--- src/rtl/ov7670_stream_gen.sv ---
// OV7670-style RGB444 pixel stream generator: vsync/href/byte timing plus test patterns.
// Stands in for the camera so the capture and display path can be exercised with known images.
module ov7670_stream_gen #(
  parameter int unsigned H_ACTIVE    = 320,
  parameter int unsigned H_BLANK     = 144,
  parameter int unsigned V_ACTIVE    = 240,
  parameter int unsigned VSYNC_LINES = 3,
  parameter int unsigned V_BACK      = 17,
  parameter int unsigned V_FRONT     = 10
) (
  input  logic        clk,
  input  logic        rst_n,
  input  logic        enable,
  input  logic [1:0]  pattern_sel,
  input  logic [11:0] solid_rgb,
  output logic        vsync,
  output logic        href,
  output logic [7:0]  d,
  output logic        frame_done,
  output logic [7:0]  frame_cnt
);

  localparam int unsigned LINE   = 2 * H_ACTIVE + H_BLANK;
  localparam int unsigned MAX_A  = (VSYNC_LINES > V_BACK) ? VSYNC_LINES : V_BACK;
  localparam int unsigned MAX_B  = (V_ACTIVE > V_FRONT) ? V_ACTIVE : V_FRONT;
  localparam int unsigned MAX_L  = (MAX_A > MAX_B) ? MAX_A : MAX_B;
  localparam int unsigned COL_W  = $clog2(LINE + 1);
  localparam int unsigned LINE_W = $clog2(MAX_L + 1);
  localparam int unsigned BAR_W  = (H_ACTIVE >= 8) ? (H_ACTIVE / 8) : 1;

  typedef enum logic [2:0] {IDLE, VSYNC, VBACK, ACTIVE, VFRONT} state_e;

  state_e             state_q, state_d;
  logic [COL_W-1:0]   col_q, col_d;
  logic [LINE_W-1:0]  line_q, line_d;
  logic [LINE_W-1:0]  last_line;
  logic [1:0]         pat_q, pat_d;
  logic [11:0]        solid_q, solid_d;
  logic               line_end;

  logic               vsync_q, href_q, fd_q;
  logic [7:0]         d_q, cnt_q;
  logic               vsync_d, href_d, fd_d;
  logic [7:0]         d_d, cnt_d;

  logic [COL_W-1:0]   x;
  logic [4:0]         x_lo, y_lo;
  logic [31:0]        bar;
  logic [11:0]        rgb;

  // Frame sequencer: col sweeps each line, line counts within the current state.
  always_comb begin
    state_d = state_q;
    col_d   = col_q;
    line_d  = line_q;
    pat_d   = pat_q;
    solid_d = solid_q;
    case (state_q)
      VSYNC:   last_line = LINE_W'(VSYNC_LINES - 1);
      VBACK:   last_line = LINE_W'(V_BACK - 1);
      ACTIVE:  last_line = LINE_W'(V_ACTIVE - 1);
      VFRONT:  last_line = LINE_W'(V_FRONT - 1);
      default: last_line = '0;
    endcase
    line_end = (col_q == COL_W'(LINE - 1));

    if (state_q == IDLE) begin
      if (enable) begin
        state_d = VSYNC;
        col_d   = '0;
        line_d  = '0;
        pat_d   = pattern_sel;
        solid_d = solid_rgb;
      end
    end else if (line_end) begin
      col_d = '0;
      if (line_q == last_line) begin
        line_d = '0;
        case (state_q)
          VSYNC:  state_d = VBACK;
          VBACK:  state_d = ACTIVE;
          ACTIVE: state_d = VFRONT;
          default: begin
            if (enable) begin
              state_d = VSYNC;
              pat_d   = pattern_sel;
              solid_d = solid_rgb;
            end else begin
              state_d = IDLE;
            end
          end
        endcase
      end else begin
        line_d = line_q + LINE_W'(1);
      end
    end else begin
      col_d = col_q + COL_W'(1);
    end
  end

  // Outputs are decoded from the next state so every output register lines up with its cycle.
  always_comb begin
    x    = col_d >> 1;
    x_lo = 5'(col_d >> 1);
    y_lo = 5'(line_d);
    bar  = 32'(x) / BAR_W;
    rgb  = 12'h000;
    case (pat_d)
      2'd0: begin
        case (bar)
          32'd0:   rgb = 12'hFFF;
          32'd1:   rgb = 12'hFF0;
          32'd2:   rgb = 12'h0FF;
          32'd3:   rgb = 12'h0F0;
          32'd4:   rgb = 12'hF0F;
          32'd5:   rgb = 12'hF00;
          32'd6:   rgb = 12'h00F;
          default: rgb = 12'h000;
        endcase
      end
      2'd1:    rgb = solid_q;
      2'd2:    rgb = {x_lo[3:0], y_lo[3:0], cnt_q[3:0]};
      default: rgb = (x_lo[4] ^ y_lo[4]) ? 12'hFFF : 12'h000;
    endcase
    if (pat_d == 2'd1) rgb = solid_d;

    vsync_d = (state_d == VSYNC);
    href_d  = (state_d == ACTIVE) && (col_d < COL_W'(2 * H_ACTIVE));
    d_d     = href_d ? (col_d[0] ? rgb[7:0] : {4'h0, rgb[11:8]}) : 8'h00;
    fd_d    = (state_d == VFRONT) && (line_d == LINE_W'(V_FRONT - 1)) &&
              (col_d == COL_W'(LINE - 1));
    cnt_d   = fd_d ? cnt_q + 8'd1 : cnt_q;
  end

  always_ff @(posedge clk or negedge rst_n) begin
    if (!rst_n) begin
      state_q <= IDLE;
      col_q   <= '0;
      line_q  <= '0;
      pat_q   <= '0;
      solid_q <= '0;
      vsync_q <= 1'b0;
      href_q  <= 1'b0;
      d_q     <= 8'h00;
      fd_q    <= 1'b0;
      cnt_q   <= 8'h00;
    end else begin
      state_q <= state_d;
      col_q   <= col_d;
      line_q  <= line_d;
      pat_q   <= pat_d;
      solid_q <= solid_d;
      vsync_q <= vsync_d;
      href_q  <= href_d;
      d_q     <= d_d;
      fd_q    <= fd_d;
      cnt_q   <= cnt_d;
    end
  end

  assign vsync      = vsync_q;
  assign href       = href_q;
  assign d          = d_q;
  assign frame_done = fd_q;
  assign frame_cnt  = cnt_q;

endmodule
--- config.mk ---
export PLATFORM = sky130hd
export DESIGN_NAME = ov7670_stream_gen
export DESIGN_NICKNAME = d
export VERILOG_FILES = /design/src/rtl/ov7670_stream_gen.sv
export SDC_FILE = /design/constraint.sdc
export NUM_CORES = 1
export LEC_CHECK = 0
export ABC_CLOCK_PERIOD_IN_PS = 3800
export BUFFER_PORTS_ARGS = -buffer_cell sky130_fd_sc_hd__clkbuf_2
export CAP_MARGIN = 20
export CORE_AREA = 3 3 103 105
export CTS_BUF_LIST = sky130_fd_sc_hd__clkbuf_8
export DETAILED_ROUTE_END_ITERATION = 6
export DIE_AREA = 0 0 106 108
export PLACE_DENSITY = 0.64
export REMOVE_ABC_BUFFERS = 1
export SLEW_MARGIN = 20
export SYNTH_ARGS = -nofsm -noshare
export SYNTH_HDL_FRONTEND = slang
export SYNTH_SLANG_ARGS = --single-unit
--- constraint.sdc ---
create_clock -name clk -period 3.8 [get_ports clk]
set_input_delay 0.57 -clock clk [delete_from_list [all_inputs] [get_ports clk]]
set_output_delay 0.57 -clock clk [all_outputs]
set_load 0.02 [all_outputs]
==> metrics <==
Worst-path clk slew 120 ps; Routed Antenna Nets 0; Max Freq 281.5 MHz; clk sinks 54; #FFs+latches synth 54; Final period util 93.49%; total negative slack 0 ps; Setup WS post-layout 247.5 ps; Critical Path Source Type flip-flop; Hold WC Path Type input port to asynchronous set/reset pin; die width 106 um; first-pass GRT wire length 15470 um; clock power share 37.8%; Peak VDD IR 179.9 uV; Post-Syn Area 3407 sq um; Net count, final 443; Final HPWL DP 7020 um; top_reg_cell synth dfrtp_1; commonest non-fill, non-tap cell in the layout dfrtp_1; Int Power 0.7199 mW; htree depth 2; Worst EP required 4050 ps; core area 9729 sq um; vias in the first global route 3068; max-cap viol count 0; critical-path maximum fanout 15; Setup Skew 15.68 ps; Max Slew Vio Count 0; Synth Instances 380; wire per inst 16.72 um; TritonCTS Buffers 5; layout cells sized above 1 21.04%; Static Leak 1.737 nW; arrival time worst endpoint 3800 ps; routed vias 3156; RSZ-0062 raised after global routing no; area grow syn2layout 14.69%; final setup vio count 0; Final Hold Fails 0; Synth Area per Inst 8.966 sq um; root buf cell clkbuf_8; Final Hold Slack 264.0 ps; CTS tree built; status complete, no violations; IO Port Bufs 35; total power 0.9594 mW; DRT Wirelength 9297 um; full die area 11450 sq um; n_diodes 0; Global Route Usage Sum 16.77%; DP Worst Slack 270.5 ps; Cell variety after synth 70; EDFF count, synth 0; final std cells w/o fill 556; GP Congestion 0.9011; pin count of the biggest net entering global routing 31; initial antenna violation count 0; kind of end point of the critical path flip-flop; Die Ht 108 um; Iter 0 DRT Violations 237; std cell rows 36; CTS max path bufs 2; Detailed Routing Iterations Pass 1 5; # DRC 0; placed instance count 548; switching power total 0.2395 mW; Reg power frac 59.9%; min cycle time layout 3552 ps; max_slew headroom 51.49%; critical path class flip-flop to flip-flop; Pwr Density 245.5 nW/um^2; io pins 36; total grt overflow 0; Yosys warnings 0; sequential share of the synthesized area 39.66%; Worst-Margin Slew 721.6 ps; Comb pwr share 2.4%; Setup Buffers After CTS 0; Starting Density 35.02%; Worst-Skew Late Latency 330 ps; Post-synth ARST share 100.0%; sw frac 24.96%; Via density 5.676; commonest non-fill, non-tap cells in the layout dfrtp_1 (54), nand2_1 (45), clkbuf_2 (35)
[cell families (layout without fill, tap and decap cells)]
kind of cell	count (synthesis)	in the layout	share of synthesized area, %
compound gates	100	100	20.82
xor+xnor	10	10	2.571
fa+ha+maj	4	4	1.469
buf+inv	39	82	5.067
flops	54	54	39.66
mux	12	12	3.893
simple gates	161	161	26.52
[layer usage]
| layer | track usage, % | vias to the layer above | wire length (um) |
|---|---|---|---|
| li1 | - | 1507 | - |
| met1 | 23.19 | 1519 | 4139 |
| met2 | 26.96 | 113 | 4436 |
| met3 | 2.687 | 17 | 522 |
| met4 | 5.550 | 0 | 199 |
| met5 | 0 | - | 0 |
[sequential cells by signal, indices dropped and copies added (netlist names)]
signal,count
pat_q,2
state_q,3
col_q,10
frame_cnt,8
frame_done,1
vsync,1
href,1
solid_q,12
d,8
line_q,8
[timing repair]
| item | 4_1_cts | 5_1_grt |
|---|---|---|
| hold buffers | 0 | 0 |
| gates resized for setup | 0 | 1 |
| endpoints found under the setup margin | 0 | 1 |
[critical path, stage by stage (launching register included)]
cell and delay (ps):
dfrtp_1 540, nand3b_1 260, or3_1 390, a22o_1 260
nor3_4 450, nor4_1 100, a211o_1 310, or4_1 660
nor4_2 340, xor2_1 170
[power groups by stage]
stage | logic (mW) | registers (mW) | clock network, mW
5_1_grt | 0.0269 | 0.574 | 0.392
3_3_place_gp | 0.0235 | 0.586 | 0
4_1_cts | 0.0238 | 0.574 | 0.368
6_report | 0.0227 | 0.574 | 0.362
2_1_floorplan | 0.00118 | 0.586 | 0
3_5_place_dp | 0.0238 | 0.586 | 0
[stage by stage]
stage	cell area (sq um)	util, %
3_3_place_gp	3802	39.08
2_1_floorplan	3313	-
6_report	3908	40.16
3_5_place_dp	3802	39.08
4_1_cts	3900	40.08
5_1_grt	3908	40.16
[area by class of cell]
class / instances / area [sq um]
clock buffers: 5 / 68.82
clock inverters: 3 / 28.78
fillers: 982 / 5822
inverters: 21 / 78.83
multi-input cells: 287 / 1891
flip-flops and latches: 54 / 1351
well taps: 133 / 166.4
repair buffers: 53 / 322.8
[worst paths after layout]
| kind | start | endpoint | slack, ps | depth (start not counted) |
|---|---|---|---|---|
| worst min register to register | frame_cnt[7]$_DFFE_PN0P_ | frame_cnt[7]$_DFFE_PN0P_ | 480 | 1 |
| worst max register to register | state_q[2]$_DFF_PN0_ | frame_cnt[7]$_DFFE_PN0P_ | 250 | 9 |
| max in group asynchronous | rst_n | solid_q[0]$_DFF_PN0_ | 2710 | 2 |
| worst min-delay path | rst_n | pat_q[1]$_DFF_PN0_ | 260 | 1 |
| worst max-delay path | state_q[2]$_DFF_PN0_ | frame_cnt[7]$_DFFE_PN0P_ | 250 | 9 |
| min in group clk | solid_rgb[8] | solid_q[8]$_DFF_PN0_ | 450 | 3 |
[cells in the mapped netlist, drive strengths merged, types with 3 or more instances]
| master | n | share of area, % |
|---|---|---|
| and2 | 4 | 0.73 |
| mux2 | 10 | 3.3 |
| nor2b | 3 | 0.55 |
| nor4 | 10 | 2.6 |
| dfrtp | 54 | 40 |
| nand4 | 10 | 1.8 |
| and3 | 10 | 1.8 |
| a31oi | 3 | 0.55 |
| or4 | 8 | 1.9 |
| nor3 | 11 | 1.9 |
| o31ai | 6 | 1.3 |
| o21a | 3 | 0.66 |
| o21ai | 22 | 3.2 |
| nand3 | 19 | 2.8 |
| a21oi | 11 | 1.7 |
| a211oi | 11 | 2.4 |
| a32o | 3 | 0.88 |
| or3 | 5 | 0.92 |
| a22oi | 6 | 1.3 |
| xnor2 | 4 | 1.0 |
| xor2 | 6 | 1.5 |
| nor2 | 15 | 1.7 |
| a31o | 6 | 1.5 |
| clkbuf | 6 | 0.66 |
| a2111oi | 3 | 0.81 |
| o211ai | 5 | 1.1 |
| ha | 4 | 1.5 |
| buf | 12 | 2.1 |
| nand2b | 6 | 1.1 |
| inv | 20 | 2.2 |
| nand2 | 46 | 5.1 |
| nor3b | 5 | 1.2 |
(Power assumes the default switching activity.)
